## src/rtl/temp_pkg.sv

```systemverilog
// Shared constants, FSM state type and saturation helper for the IR temperature converter.
package temp_pkg;

    localparam int RAW_W     = 16;
    localparam int VAL_W     = 15;
    localparam int DIFF_W    = 17;
    localparam int DIV_W     = 16;
    localparam int TEMP_W    = 8;
    localparam int AVG_DEPTH = 4;
    localparam int SUM_W     = 10;

    localparam int OFFSET_RAW_DEF = 13658;
    localparam int DIVISOR_DEF    = 50;

    localparam logic [DIV_W-1:0] SAT_LIMIT = 16'd255;

    typedef enum logic [1:0] {
        IDLE   = 2'd0,
        CHECK  = 2'd1,
        DIVIDE = 2'd2,
        DONE   = 2'd3
    } state_t;

    // Negative offsets clamp to 0 degC; anything past the 8-bit range pins at 255.
    function automatic logic [TEMP_W-1:0] saturate(input logic underflow,
                                                   input logic [DIV_W-1:0] q);
        if (underflow) begin
            return '0;
        end
        if (q > SAT_LIMIT) begin
            return SAT_LIMIT[TEMP_W-1:0];
        end
        return q[TEMP_W-1:0];
    endfunction

endpackage

```

## src/rtl/seq_divider.sv

```systemverilog
// Restoring shift-subtract unsigned divider, one quotient bit per clock.
// Latency: start edge loads operands, then W iteration edges; quotient final after the W-th.
// Backpressure: none; a new start simply restarts the division.
module seq_divider
    import temp_pkg::*;
#(
    parameter int W = DIV_W
) (
    input  logic         clk,
    input  logic         reset,
    input  logic         start,
    input  logic [W-1:0] dividend,
    input  logic [W-1:0] divisor,
    output logic         done,
    output logic [W-1:0] quotient
);
    localparam int CNT_W = $clog2(W + 1);

    logic [W-1:0]     quo_q;
    logic [W-1:0]     rem_q;
    logic [W-1:0]     dsr_q;
    logic [CNT_W-1:0] cnt_q;
    logic [W:0]       shifted;
    logic [W-1:0]     sub;
    logic             fits;

    // Remainder is always below the divisor, so the W-bit wrapped difference is exact.
    always_comb begin
        shifted = {rem_q, quo_q[W-1]};
        fits    = (shifted >= {1'b0, dsr_q});
        sub     = shifted[W-1:0] - dsr_q;
    end

    always_ff @(posedge clk) begin
        if (reset) begin
            quo_q <= '0;
            rem_q <= '0;
            dsr_q <= '0;
            cnt_q <= '0;
        end else if (start) begin
            quo_q <= dividend;
            rem_q <= '0;
            dsr_q <= divisor;
            cnt_q <= CNT_W'(W);
        end else if (cnt_q != '0) begin
            quo_q <= {quo_q[W-2:0], fits};
            rem_q <= fits ? sub : shifted[W-1:0];
            cnt_q <= cnt_q - CNT_W'(1);
        end
    end

    // High during the cycle whose closing edge performs the final iteration.
    assign done     = (cnt_q == CNT_W'(1));
    assign quotient = quo_q;

endmodule

```

## src/rtl/temp_converter.sv

```systemverilog
// Converts raw IR sensor words to integer degC; TEMP_AVG_EN adds a 4-sample running mean.
// Latency: fixed 18 edges accept-to-out_valid (19 with TEMP_AVG_EN) on every path.
// Backpressure: in_ready only in IDLE; in_valid while busy is dropped, never queued.
module temp_converter
    import temp_pkg::*;
#(
    parameter int OFFSET_RAW = OFFSET_RAW_DEF,
    parameter int DIVISOR    = DIVISOR_DEF
) (
    input  logic              clk,
    input  logic              reset,
    input  logic [RAW_W-1:0]  raw_in,
    input  logic              in_valid,
    output logic              in_ready,
    output logic [TEMP_W-1:0] temperature,
    output logic              out_valid,
    output logic              err
);
    localparam logic [DIFF_W-1:0] OFFSET_EXT = DIFF_W'(OFFSET_RAW);
    localparam logic [DIV_W-1:0]  DIVISOR_W  = DIV_W'(DIVISOR);

    state_t            state_q;
    state_t            state_d;
    logic [RAW_W-1:0]  raw_q;
    logic              uflow_q;
    logic [DIFF_W-1:0] diff;
    logic [DIV_W-1:0]  dividend;
    logic [DIV_W-1:0]  quotient;
    logic              div_start;
    logic              div_done;
    logic              finish;
    logic              sample_err;
    logic [TEMP_W-1:0] sat_result;
    logic [TEMP_W-1:0] new_temp;

    assign in_ready   = (state_q == IDLE);
    assign sample_err = raw_q[RAW_W-1];

    // Underflowing samples still run the divider on zero so every path has equal latency.
    assign diff       = {{(DIFF_W-VAL_W){1'b0}}, raw_q[VAL_W-1:0]} - OFFSET_EXT;
    assign dividend   = diff[DIFF_W-1] ? '0 : diff[DIV_W-1:0];
    assign sat_result = saturate(uflow_q, quotient);

    seq_divider #(
        .W (DIV_W)
    ) u_div (
        .clk      (clk),
        .reset    (reset),
        .start    (div_start),
        .dividend (dividend),
        .divisor  (DIVISOR_W),
        .done     (div_done),
        .quotient (quotient)
    );

`ifdef TEMP_AVG_EN
    logic              avg_stage_q;
    logic              win_init_q;
    logic [TEMP_W-1:0] win_q [AVG_DEPTH];
    logic [SUM_W-1:0]  win_sum;

    // DONE spans two cycles: the first loads the window, the second publishes its mean.
    assign finish = (state_q == DONE) && avg_stage_q;

    always_comb begin
        win_sum = '0;
        for (int i = 0; i < AVG_DEPTH; i++) begin
            win_sum = win_sum + SUM_W'(win_q[i]);
        end
        new_temp = TEMP_W'(win_sum >> 2);
    end

    always_ff @(posedge clk) begin
        if (reset) begin
            avg_stage_q <= 1'b0;
            win_init_q  <= 1'b0;
            for (int i = 0; i < AVG_DEPTH; i++) begin
                win_q[i] <= '0;
            end
        end else if (state_q == DONE) begin
            avg_stage_q <= !avg_stage_q;
            if (!avg_stage_q && !sample_err) begin
                win_init_q <= 1'b1;
                for (int i = 0; i < AVG_DEPTH - 1; i++) begin
                    win_q[i] <= win_init_q ? win_q[i+1] : sat_result;
                end
                win_q[AVG_DEPTH-1] <= sat_result;
            end
        end
    end
`else
    assign finish   = (state_q == DONE);
    assign new_temp = sat_result;
`endif

    always_comb begin
        state_d   = state_q;
        div_start = 1'b0;
        case (state_q)
            IDLE: begin
                if (in_valid) begin
                    state_d = CHECK;
                end
            end
            CHECK: begin
                div_start = 1'b1;
                state_d   = DIVIDE;
            end
            DIVIDE: begin
                if (div_done) begin
                    state_d = DONE;
                end
            end
            DONE: begin
                if (finish) begin
                    state_d = IDLE;
                end
            end
            default: state_d = IDLE;
        endcase
    end

    always_ff @(posedge clk) begin
        if (reset) begin
            state_q     <= IDLE;
            raw_q       <= '0;
            uflow_q     <= 1'b0;
            temperature <= '0;
            out_valid   <= 1'b0;
            err         <= 1'b0;
        end else begin
            state_q   <= state_d;
            out_valid <= finish;
            err       <= finish && sample_err;
            if (in_ready && in_valid) begin
                raw_q <= raw_in;
            end
            if (state_q == CHECK) begin
                uflow_q <= diff[DIFF_W-1];
            end
            // Error samples report but leave the displayed value untouched.
            if (finish && !sample_err) begin
                temperature <= new_temp;
            end
        end
    end

endmodule

```

## config.mk

```make
export PLATFORM = sky130hd
export DESIGN_NAME = temp_converter
export DESIGN_NICKNAME = d
export VERILOG_FILES = /design/src/rtl/temp_pkg.sv /design/src/rtl/seq_divider.sv /design/src/rtl/temp_converter.sv
export SDC_FILE = /design/constraint.sdc
export NUM_CORES = 1
export LEC_CHECK = 0
export CORE_ASPECT_RATIO = 0.6
export CORE_MARGIN = 5
export CORE_UTILIZATION = 50
export DETAILED_ROUTE_END_ITERATION = 16
export PLACE_DENSITY_LB_ADDON = 0.3
export SLEW_MARGIN = 20
export SYNTH_ARGS = -nofsm -noshare
export SYNTH_HDL_FRONTEND = slang
export SYNTH_SLANG_ARGS = --single-unit
export TNS_END_PERCENT = 1
```

## constraint.sdc

```tcl
create_clock -name clk -period 5.8 [get_ports clk]
set_clock_uncertainty 0.05 [all_clocks]
set_input_delay 0.87 -clock clk [delete_from_list [all_inputs] [get_ports clk]]
set_output_delay 0.87 -clock clk [all_outputs]
set_load 0.01 [all_outputs]
```

=== Word level (Yosys, flattened, before mapping) ===
Index checks and enable logic that the tools add are counted.

* Register bits: 67
* Memories kept: 0
* RAM bits: 0
* Latch bits: 0
* Memory bits (read-only): 0
* Output and inout bits: 11
* Logic and storage cells: 48

* Mux-type cells: 17
* Equality and inequality tests: 6
* $mul: 0
* Shift operators: 0
* Bitwise gates (word level): 0
* Add/subtract/negate cells: 3
* Divide/modulo/power cells: 0
* Reductions and logical operators: 9
* Order comparisons: 2

{| class="wikitable"
|+ Operators with widths
! cell !! number
|-
| $mux 16 || 4
|-
| $mux 8 || 4
|-
| $ge 17x6->1 || 1
|-
| $gt 16x8->1 const B || 1
|-
| $sub 15x14->16 const B || 1
|-
| $sub 16x6->16 || 1
|-
| $mux 5 || 2
|-
| $pmux 2 s4 || 1
|-
| $eq 5x1->1 const B || 1
|-
| $reduce_bool 5->1 || 1
|-
| $sub 5x1->5 const B || 1
|-
| $eq 2x2->1 const B || 2
|-
| $mux 1 || 4
|-
| $mux 2 || 2
|-
| $ne 2x2->1 const B || 2
|-
| $logic_and 1x1->1 || 3
|-
| $eq 2x1->1 const B || 1
|-
| $logic_not 2->1 || 1
|-
| $reduce_and 2->1 || 1
|-
| $reduce_bool 2->1 || 1
|-
| $reduce_or 2->1 || 1
|-
| $logic_not 1->1 || 1
|}

=== Logic depth before layout (Yosys ltp) ===
* Depth after elaboration: 5
* Depth in mapped cells: 9

=== Cells and area by module ===
From an unflattened synthesis, not the netlist that was laid out.

* Cells, all modules: 657
* Area, all modules: 5042.3 um^2

{| class="wikitable"
|+ Modules (own cells, without submodules)
! module !! instances !! seq. area each (um^2) !! cells an instance !! area each (um^2)
|-
| seq_divider || 1 || 1061.0 || 441 || 3464.6
|-
| temp_converter || 1 || 580.6 || 216 || 1577.8
|}

=== Worst setup path before layout ===
No wires, ideal clock.

* Kind: flip-flop to flip-flop
* Start: register u_div.dsr_q[1] (netlist name)
* End: register u_div.rem_q[1]
* Slack: 3642 ps
* Path buffers: 1
* Period minus slack after synthesis: 2158 ps
* Arrival: 2039 ps
* Stages on the path, launching flop included: 9
* Cells stage by stage: dfxtp_1 > inv_1 > ha_1 > and4b_1 > a211oi_4 > and3_1 > buf_6 > mux2_2 > o21ai_1

* Word-level cells in the longest chain between the ends: 2

{| class="wikitable"
|+ Ends and longest elaborated chain
! element !! line !! source
|-
| $sub 16x6->16 / $ge 17x6->1 (equally long branches) || seq_divider.sv:31, seq_divider.sv:30 ||
|-
| $mux 16 * || seq_divider.sv:47 || <nowiki>rem_q <= fits ? sub : shifted[W-1:0];</nowiki>
|-
| to (signal assigned) || seq_divider.sv:47 ||
|-
| to (decl) || seq_divider.sv:20 || <nowiki>logic [W-1:0] rem_q;</nowiki>
|}

Every way passes the cells marked *; elsewhere a longest branch is shown, timed or not.
A chain may end at the register's enable or synchronous reset.

=== Final worst setup path ===
* Start: register u_div.dsr_q[1] (netlist name)
* End: register u_div.rem_q[1]

* Word-level cells in the longest chain between the ends: 2

{| class="wikitable"
|+ Ends and longest elaborated chain
! element !! line
|-
| $sub 16x6->16 / $ge 17x6->1 (equally long branches) || seq_divider.sv:31, seq_divider.sv:30
|-
| $mux 16 * || seq_divider.sv:47
|}

Marks and branches as above.

==> results.toml <==
[global_routing]
grt_pass1_wl_um = 13720
grt_pass1_vias = 3000
grt_usage_pct = 20.22
grt_overflow = 0
antenna_found_initial = 0
grt_max_degree = 45

[die]
io_pins = 30
fp.dieH_um = 73.67
core_um2 = 6619
die_w_um = 116.1
start_util_pct = 51.04
num_rows = 23
die-area_um2 = 8554

[timing]
tightest_slew_ns = 1.005
drv_slew = 0
setup_viol = 0
worst_slack_ns = 3.153
slew-limit-headroom_pct = 32.75
period_minus_slack_ns = 2.647
grt_setup_unrepaired = "false"
fmax_ghz = 0.3778
min_period_over_period_pct = 45.64
hold_viol = 0
setup_tns_ns = 0

[cells_and_area]
finalCoreUtilization_pct = 59.79
nNetsFinal = 470
area_delta_synth_final_pct = 17.15
nFillCells = 608
finalInstanceArea_um2 = 3958
drive_gt1_share_pct = 6.742
antenna_cells = 0

[synthesis]
syn_inst = 426
synth_top_area_share_pct = 39.70
synth_ff_type = "dfxtp_1"
async_reset_ff_share_pct = 0
synth_most_common_cell = "dfxtp_1"
syn-num-nets = 456
yosys-top-cells-area = "dfxtp_1 40%, a21oi_1 9.2%, nand2_1 7.1%, xnor2_1 4.7%, ha_1 4.1%"
synth-edff-count = 0
yosysSeqAreaShare_pct = 39.70
ys_top_cells_by_count = "67 x dfxtp_1, 64 x nand2_1, 62 x a21oi_1"
synth_area_per_cell_um2 = 7.930
yosysTopAreaCell = "dfxtp_1"
yosys_warnings = 0
syn-cell-area_um2 = 3378
synth_cell_type_count = 54
ys_seq_elements = 67

[setup_path]
cp-end-kind = "flip-flop"
crit_type = "flip-flop to flip-flop"
reg2reg_setup_slack_ns = 3.15
r2r-start = "u_div.dsr_q[1]"
slowest_stage = "and3_1"
crit_chain = "inv_1 -> ha_1 -> and4b_1 -> a211oi_4 -> and3_1 -> mux2_2 -> o21ai_1"
reg2reg_depth = 7
r2r_end = "u_div.rem_q[1]"
critical_path.startpoint_type = "flip-flop"
cp_data_arrival_time_ns = 2.86
crit_path_max_incr_delay_ns = 0.53
critPathRequiredTime_ns = 6.01
cp_max_fo = 10

[clocking]
insertion_delay_ns = 0.33
htreeDepth = 3
hold_buffers = 0
cts.path.max_buffers = 2
cts_tree = "built"
clkSinkCount = 67
clkTransAtPathRegs_ns = 0.06
cts_setup_buffers = 0
cts_resized = 0
cts-root-buf = "clkbuf_16"
cts_buffers = 9

[routing]
drtPass1Iterations = 5
wl_per_cell_um = 14.66
top_layer_used = "met4"
via_count = 3003
first_iter_violations = 256
wl_met1_um = 3962
vias_per_cell = 5.645
wl_um = 7800
met2_length_um = 3228
met3_length_um = 520
antenna_left = 0
drc_errors = 0

[worst_hold_path]
holdPathStages = 2
hp-start = "raw_q[15]"
worstHoldPathType = "flip-flop to flip-flop"
holdPathEnd = "raw_q[15]"

[power]
power_leakage_nw = 1.472
powerDensity_nw_per_um2 = 523.8
ir_drop_mv = 0.3521
fin_total_pwr_mw = 2.073

[placed_design]
gp_congestion = 0.7865
postPlaceCellArea_um2 = 3684
port_buffers = 29
preCtsSetupSlack_ns = 2.815
dp_hpwl_um = 5288

[outcome]
status = "completed"

[flow_run]
maxCapViolCount = 0
## routing by layer
metal,GRT usage (%),vias up
met3,7.160,9
met2,29.76,95
li1,-,1508
met1,28.00,1391
met4,5.792,0
met5,0,-
## state kept, by name, summed over array words and instances, names as in the netlist
name            flops
u_div.cnt_q         5
u_div.rem_q        16
out_valid           1
state_q             2
uflow_q             1
u_div.quotient     16
u_div.dsr_q         1
raw_q              16
temperature         8
err                 1
## report_power, final
group / total [mW] / switching [mW] / internal [mW] / leakage (nW)
combinational: 0.906 / 0.534 / 0.372 / 0.788
clock: 0.504 / 0.192 / 0.311 / 0.137
sequential: 0.663 / 0.107 / 0.556 / 0.547
total: 2.07 / 0.834 / 1.24 / 1.47
## logic make-up after synthesis
kind of cell,after synthesis,synth area share (%)
XOR/XNOR,19,4.926
AND/OR/NAND/NOR,156,21.89
multiplexers,9,2.741
adder cells (fa/ha/maj),11,4.074
flip-flops,67,39.70
AO/OA/AOI/OAI,122,21.70
buffers and inverters,42,4.963
## final cells by class
cell class                 instances  area, um^2  share of cell area, %
clock buffer                      14       264.0                  6.671
sequential                        67        1341                  33.89
inverter                          14       52.55                  1.328
tap                               87       108.9                  2.751
clock inverter                     2       10.01                 0.2529
multi-input combinational        317        1876                  47.39
timing repair buffer              31       305.3                  7.714
## worst max-delay path, delay by kind of cell, from the launching register on
kind	cells	cell delay [ns]
simple gates	2	0.79
compound gates	2	0.54
mux	1	0.40
flops	1	0.36
fa+ha+maj	1	0.35
buf+inv	1	0.08
## how the worst max path moves through the flow
stage	start	endpoint	cells after the start
finish	u_div.dsr_q[1]	u_div.rem_q[1]	7
global route	reset	u_div.rem_q[15]	5
CTS	reset	u_div.rem_q[1]	5
detailed placement	reset	u_div.rem_q[15]	5
global placement	reset	u_div.rem_q[15]	5
floorplan	u_div.dsr_q[1]	u_div.rem_q[1]	8
## layout by cell type (no fill, tap or decap), types with 3 or more instances in the layout
master | netlist | final
a21oi_1 | 62 | 62
inv_1 | 14 | 14
o21ai_1 | 3 | 3
a21o_1 | 5 | 5
o22ai_1 | 4 | 4
xnor2_1 | 18 | 18
clkdlybuf4s50_1 | 0 | 29
mux2i_1 | 7 | 7
and2_1 | 4 | 4
a211oi_1 | 4 | 4
or2_2 | 3 | 3
nor2_1 | 34 | 34
clkbuf_1 | 22 | 3
nand2b_1 | 4 | 4
or4_1 | 4 | 4
o31ai_1 | 3 | 3
clkbuf_16 | 0 | 9
nand2_1 | 64 | 64
ha_1 | 11 | 11
o211a_1 | 3 | 3
o21ai_0 | 20 | 20
dfxtp_1 | 67 | 67
nor2b_1 | 4 | 4
a31oi_1 | 3 | 3
nor3_1 | 22 | 22
## stage by stage
step | cells | hold WS [ns]
floorplan | 426 | 0.3733
global placement | 516 | 0.3938
detailed placement | 516 | 0.4088
CTS | 532 | 0.4182
global route | 532 | 0.4409
finish | 532 | 0.4166
Note: power is estimated with default switching activity, not from simulation.
